### src/rtl/cmp_seq_if.sv
// Operand/result handshake bundle for the sequential comparator.
// master = producer/consumer side, slave = comparator side.
interface cmp_seq_if #(
    parameter int LEN = 16
);
    logic           in_valid;
    logic           in_ready;
    logic [LEN-1:0] a;
    logic [LEN-1:0] b;
    logic [1:0]     mode;
    logic           out_valid;
    logic           out_ready;
    logic           eq;
    logic           gt;
    logic           lt;

    modport master (
        output in_valid, a, b, mode, out_ready,
        input  in_ready, out_valid, eq, gt, lt
    );

    modport slave (
        input  in_valid, a, b, mode, out_ready,
        output in_ready, out_valid, eq, gt, lt
    );
endinterface

### src/rtl/cmp_seq.sv
// Multi-cycle MSB-first comparator: CHUNK bits per cycle, four signedness modes,
// valid/ready on both operand and result sides.
module cmp_seq #(
    parameter int LEN   = 16,
    parameter int CHUNK = 4,
    parameter int EARLY = 1
) (
    input logic    clk,
    input logic    rst_n,
    cmp_seq_if.slave bus
);
    localparam int NCH  = LEN / CHUNK;
    localparam int IDXW = (NCH > 1) ? $clog2(NCH) : 1;

    localparam logic [1:0] ST_IDLE = 2'd0;
    localparam logic [1:0] ST_SCAN = 2'd1;
    localparam logic [1:0] ST_DONE = 2'd2;

    if (LEN < 2 || CHUNK < 1 || (LEN % CHUNK) != 0) begin : g_bad_params
        $error("cmp_seq: LEN must be >= 2 and a multiple of CHUNK");
    end

    logic [1:0]      r_state;
    logic [IDXW-1:0] r_idx;
    logic            r_decided;
    logic            r_gt;
    logic [LEN-1:0]  r_a;
    logic [LEN-1:0]  r_b;

    logic             w_accept;
    logic             w_a_signed;
    logic             w_b_signed;
    logic             w_ea;
    logic             w_eb;
    logic [CHUNK-1:0] w_a_chunks [NCH];
    logic [CHUNK-1:0] w_b_chunks [NCH];
    logic [CHUNK-1:0] w_ca;
    logic [CHUNK-1:0] w_cb;
    logic             w_chunk_ne;
    logic             w_chunk_gt;
    logic             w_early_stop;
    logic             w_done;

    assign w_a_signed = (bus.mode == 2'b01) || (bus.mode == 2'b10);
    assign w_b_signed = (bus.mode == 2'b01) || (bus.mode == 2'b11);
    assign w_ea       = w_a_signed & bus.a[LEN-1];
    assign w_eb       = w_b_signed & bus.b[LEN-1];

    genvar gi;
    generate
        for (gi = 0; gi < NCH; gi++) begin : g_chunk
            assign w_a_chunks[gi] = r_a[gi*CHUNK +: CHUNK];
            assign w_b_chunks[gi] = r_b[gi*CHUNK +: CHUNK];
        end
    endgenerate

    // Only a CHUNK-wide compare exists; the wide operands are just muxed into it.
    assign w_ca       = w_a_chunks[r_idx];
    assign w_cb       = w_b_chunks[r_idx];
    assign w_chunk_ne = (w_ca != w_cb);
    assign w_chunk_gt = (w_ca > w_cb);

    assign w_early_stop = (EARLY != 0) && (r_decided || w_chunk_ne);

    assign w_done        = (r_state == ST_DONE);
    assign bus.in_ready  = rst_n && (r_state == ST_IDLE);
    assign bus.out_valid = w_done;
    assign bus.eq        = w_done & ~r_decided;
    assign bus.gt        = w_done &  r_decided &  r_gt;
    assign bus.lt        = w_done &  r_decided & ~r_gt;
    assign w_accept      = bus.in_valid & bus.in_ready;

    always_ff @(posedge clk) begin
        if (w_accept) begin
            r_a <= bus.a;
            r_b <= bus.b;
        end
    end

    // A sign-decided operation still passes through one SCAN cycle, which gives it
    // the same one-cycle latency as a difference found in the top chunk.
    always_ff @(posedge clk) begin
        if (!rst_n) begin
            r_state   <= ST_IDLE;
            r_idx     <= '0;
            r_decided <= 1'b0;
            r_gt      <= 1'b0;
        end else begin
            case (r_state)
                ST_IDLE: begin
                    if (bus.in_valid) begin
                        r_idx     <= IDXW'(NCH - 1);
                        r_decided <= (w_ea != w_eb);
                        r_gt      <= w_eb;
                        r_state   <= ST_SCAN;
                    end
                end
                ST_SCAN: begin
                    if (!r_decided && w_chunk_ne) begin
                        r_decided <= 1'b1;
                        r_gt      <= w_chunk_gt;
                    end
                    if (r_idx == '0 || w_early_stop) begin
                        r_state <= ST_DONE;
                    end else begin
                        r_idx <= r_idx - 1'b1;
                    end
                end
                ST_DONE: begin
                    if (bus.out_ready) begin
                        r_state <= ST_IDLE;
                    end
                end
                default: r_state <= ST_IDLE;
            endcase
        end
    end
endmodule
### src/flat_wrapper.sv
// flat-port wrapper written by rule: the top's interface ports become plain ports
module cmp_seq_flat 
#(
    parameter int LEN   = 16,
    parameter int CHUNK = 4,
    parameter int EARLY = 1
)
  (clk, rst_n, bus_in_valid, bus_a, bus_b, bus_mode, bus_out_ready, bus_in_ready, bus_out_valid, bus_eq, bus_gt, bus_lt);
  cmp_seq_if #(.LEN(LEN)) bus_i ();
  input logic clk;
  input logic rst_n;
  input wire logic [$bits(bus_i.in_valid)-1:0] bus_in_valid;
  input wire logic [$bits(bus_i.a)-1:0] bus_a;
  input wire logic [$bits(bus_i.b)-1:0] bus_b;
  input wire logic [$bits(bus_i.mode)-1:0] bus_mode;
  input wire logic [$bits(bus_i.out_ready)-1:0] bus_out_ready;
  output wire logic [$bits(bus_i.in_ready)-1:0] bus_in_ready;
  output wire logic [$bits(bus_i.out_valid)-1:0] bus_out_valid;
  output wire logic [$bits(bus_i.eq)-1:0] bus_eq;
  output wire logic [$bits(bus_i.gt)-1:0] bus_gt;
  output wire logic [$bits(bus_i.lt)-1:0] bus_lt;
  assign bus_i.in_valid = bus_in_valid;
  assign bus_i.a = bus_a;
  assign bus_i.b = bus_b;
  assign bus_i.mode = bus_mode;
  assign bus_i.out_ready = bus_out_ready;
  assign bus_in_ready = bus_i.in_ready;
  assign bus_out_valid = bus_i.out_valid;
  assign bus_eq = bus_i.eq;
  assign bus_gt = bus_i.gt;
  assign bus_lt = bus_i.lt;
  cmp_seq #(.LEN(LEN), .CHUNK(CHUNK), .EARLY(EARLY)) u_core (.clk(clk), .rst_n(rst_n), .bus(bus_i));
endmodule
### config.mk
export PLATFORM = sky130hd
export DESIGN_NAME = cmp_seq_flat
export DESIGN_NICKNAME = d
export VERILOG_FILES = /design/src/rtl/cmp_seq_if.sv /design/src/rtl/cmp_seq.sv /design/src/flat_wrapper.sv
export SDC_FILE = /design/constraint.sdc
export NUM_CORES = 1
export LEC_CHECK = 0
export ABC_CLOCK_PERIOD_IN_PS = 2100
export BUFFER_PORTS_ARGS = -buffer_cell sky130_fd_sc_hd__buf_4
export CAP_MARGIN = 20
export CORE_UTILIZATION = 46
export DETAILED_ROUTE_END_ITERATION = 6
export HOLD_SLACK_MARGIN = 0.08
export PLACE_DENSITY = 0.74
export SLEW_MARGIN = 20
export SYNTH_ARGS = -nofsm -noshare
export SYNTH_HDL_FRONTEND = slang
export SYNTH_SLANG_ARGS = --single-unit
export TNS_END_PERCENT = 10
### constraint.sdc
create_clock -name clk -period 2.1 [get_ports clk]
set_input_delay 0.63 -clock clk [delete_from_list [all_inputs] [get_ports clk]]
set_output_delay 0.63 -clock clk [all_outputs]
set_load 0.005 [all_outputs]
==> results.py <==
metrics = {
    "power": {
        "power.density_nw_per_um2": 700.8,
        "p_clk_share_pct": 22.5,
        "p_seq_share_pct": 57.3,
        "swShare_pct": 24.39,
        "total_power_mw": 1.554,
        "pwr-share-comb_pct": 20.2,
        "power_leakage_nw": 0.8743,
        "switchingPower_mw": 0.3789,
        "p_int_mw": 1.175,
        "irDropWorstVdd_uv": 485.1,
    },
    "clock_tree": {
        "cts_tree": "yes",
        "cts.reportedPaths.clkPinSlew_ns": 0.11,
        "clock_latency_ns": 0.34,
        "cts_sinks": 38,
        "htreeDepth": 2,
        "cts-root-buf": "clkbuf_4",
        "clockBufferDepth": 2,
        "holdBufCountCts": 0,
        "numCtsBuffers": 5,
    },
    "hold_path": {
        "hold-path-cell-count": 1,
        "min_path_type": "input port to flop",
        "hp-start": "bus_b[4]",
        "worst_hold_path.endpoint": "u_core.r_b[4]",
    },
    "timing": {
        "fmax_mhz": 466.9,
        "final_max_slew_viol_count": 0,
        "hold_violations": 0,
        "setup_viol_count_final": 2,
        "max_slew.worst_pin.slew_ns": 0.4066,
        "clock_skew_ns": 0.01134,
        "max_slew_margin_pct": 72.86,
        "worst_slack_ns": -0.04188,
        "fin_crit_ns": 2.142,
        "rsz0062_at_grt": "yes",
        "fin_crit_sh_pct": 102.0,
        "tns_ns": -0.04491,
    },
    "route": {
        "first_pass_iters": 4,
        "drt_iter0_drc": 30,
        "drc": 0,
        "postRouteAntennaNets": 0,
        "num_vias": 1033,
        "route.detailed.wl_per_inst_um": 14.50,
        "routed_wl_um": 2958,
        "vias_per_cell": 5.064,
    },
    "layout": {
        "layout_common_cells": "50 x buf_4, 32 x edfxtp_1, 9 x inv_1",
        "fin_area_um2": 2217,
        "antennaDiodeCount": 0,
        "drive_gt1_share_pct": 50.00,
        "syn2layout_area_growth_pct": 35.58,
        "utilization_pct": 65.92,
        "final_common_cell": "buf_4",
        "layout.cells.non_filler": 204,
        "num-nets-final": 202,
    },
    "floorplanning": {
        "rows": 21,
        "io_pins": 43,
        "die_h_um": 61.63,
        "die_w_um": 61.63,
        "core_area_um2": 3363,
        "die_area_um2": 3798,
        "initial_core_util_pct": 48.62,
    },
    "critical_path": {
        "cpLargestDelayFamily": "multiplexers",
        "cp_max_fo": 5,
        "critPathKind": "flop to flop",
        "crit_required_ns": 2.33,
        "cp_slowest_stage_delay_ns": 0.52,
        "crit_arrival_ns": 2.37,
        "slowest_stage": "mux4_2",
        "critPathCaptureType": "flop",
        "crit_path_cell_trace": "buf_12, mux4_2, ha_4, nand4_4, nor4_4, buf_4, xnor2_2, a21oi_2",
        "critPathLaunchType": "flop",
        "critical_path_buf_inv_count": 2,
        "r2r-end": "u_core.r_idx[0]",
        "r2r_cells": 8,
        "crit_start": "u_core.r_idx[0]",
        "worstReg2RegStart": "u_core.r_idx[0]",
        "r2r_slack_ns": -0.04,
    },
    "global_routing": {
        "grt_antenna_before_repair": 0,
        "grt.total_usage_pct": 18.65,
        "grt_max_degree": 20,
        "gr-total-overflow": 0,
        "grt_pass1_vias": 1037,
        "grt_pass1_wl_um": 4740,
    },
    "synthesis": {
        "synthFlopType": "edfxtp_1",
        "syn_nets": 145,
        "ys_ff_latch": 38,
        "synth_area_leaders": "edfxtp_1 59%, mux4_2 11%, dfxtp_1 7.3%",
        "ys_types": 28,
        "synth.largest_area_cell": "edfxtp_1",
        "synth_edf_count": 32,
        "avgSynthCellArea_um2": 16.35,
        "async_reset_ff_share_pct": 0,
        "synth_area_um2": 1635,
        "synthCells": 100,
        "synth.top_cell.area_share_pct": 58.76,
        "synth_seq_area_share_pct": 66.11,
        "yosysWarningCount": 0,
    },
    "status": {
        "failed_checks": "negative setup slack",
        "outcome": "finished, violations left",
    },
    "placed_design": {
        "numPortBuffers": 42,
        "gp_congestion": 0.7762,
        "place_inst": 194,
        "dpl_cell_area_um2": 2073,
        "place.detailed.hpwl_um": 2093,
    },
    "job": {
        "cap_violations": 0,
    },
}
per-layer routing:
layer | wire, um | share of wire [%] | track usage (%) | vias up
met1 | 1178 | 40 | 22.02 | 503
met4 | 45 | 1.5 | 6.667 | 0
met5 | 0 | 0 | 0 | -
met2 | 1586 | 54 | 31.34 | 28
li1 | - | - | - | 496
met3 | 148 | 5.0 | 6.933 | 6
how the worst max path moves through the flow:
stage | end | slack [ns] | cells past startpoint
final | u_core.r_idx[0] | -0.04 | 8
after global routing | u_core.r_idx[0] | -0.16 | 8
after CTS | u_core.r_idx[0] | -0.13 | 8
after detailed placement | u_core.r_idx[1] | -0.14 | 7
after global placement | u_core.r_idx[1] | -0.08 | 7
after floorplan | u_core.r_idx[1] | -0.02 | 7
synthesized netlist by cell type, drive strengths merged (2+ instances only):
| cell | instances |
|---|---|
| ha | 7 |
| xnor2 | 2 |
| nand2 | 2 |
| o21ai | 2 |
| nand2b | 3 |
| inv | 9 |
| nor2b | 3 |
| dfxtp | 6 |
| edfxtp | 32 |
| nor2 | 7 |
| mux4 | 8 |
| nor3 | 2 |
| a21oi | 3 |
repair_timing:
| item | 4_1_cts | 5_1_grt |
|---|---|---|
| pin swaps | 6 | 4 |
| buffers inserted | 2 | 0 |
| setup endpoints to repair | 4 | 6 |
| gates resized for setup | 9 | 2 |
final cells by class:
class                      instances  area, um2
fill                             256       1146
sequential                        38       1086
multi-input combinational         51      583.1
timing repair buffer              52      406.6
tap                               46      57.56
clock buffer                       6      41.29
inverter                           9      33.78
clock inverter                     2      8.758
sequential cells by signal, summed over array words and instances (netlist names):
| signal | cells |
|---|---|
| u_core.r_a | 16 |
| u_core.r_b | 16 |
| u_core.r_idx | 2 |
| u_core.r_state | 2 |
| u_core.r_decided | 1 |
| u_core.r_gt | 1 |
metrics by stage:
stage | setup slack [ns] | hold slack [ns]
2_1_floorplan | -0.01552 | 0.4714
3_3_place_gp | -0.08018 | 0.5082
3_5_place_dp | -0.1417 | 0.5161
4_1_cts | -0.1257 | 0.4467
5_1_grt | -0.1593 | 0.4272
6_report | -0.04188 | 0.4594
power by group through the flow:
| stage | Sequential (mW) | Combinational, mW | Clock (mW) |
|---|---|---|---|
| floorplan | 0.894 | 0.151 | 0 |
| global placement | 0.906 | 0.249 | 0 |
| detailed placement | 0.906 | 0.256 | 0 |
| CTS | 0.890 | 0.303 | 0.359 |
| global route | 0.895 | 0.343 | 0.393 |
| finish | 0.890 | 0.314 | 0.349 |
cell families (layout without fill, tap and decap cells):
kind of cell | Yosys count | after routing | share of synthesized area (%)
xor gates and xnor gates | 2 | 2 | 1.071
and+or+nand+nor | 22 | 22 | 8.570
buffers and inverters | 11 | 69 | 2.601
AOI/OAI and AO/OA | 12 | 12 | 5.279
muxes | 8 | 8 | 11.02
DFF | 38 | 38 | 66.11
adders and majority gates | 7 | 7 | 5.356
Power figures use the tool's default switching activity.
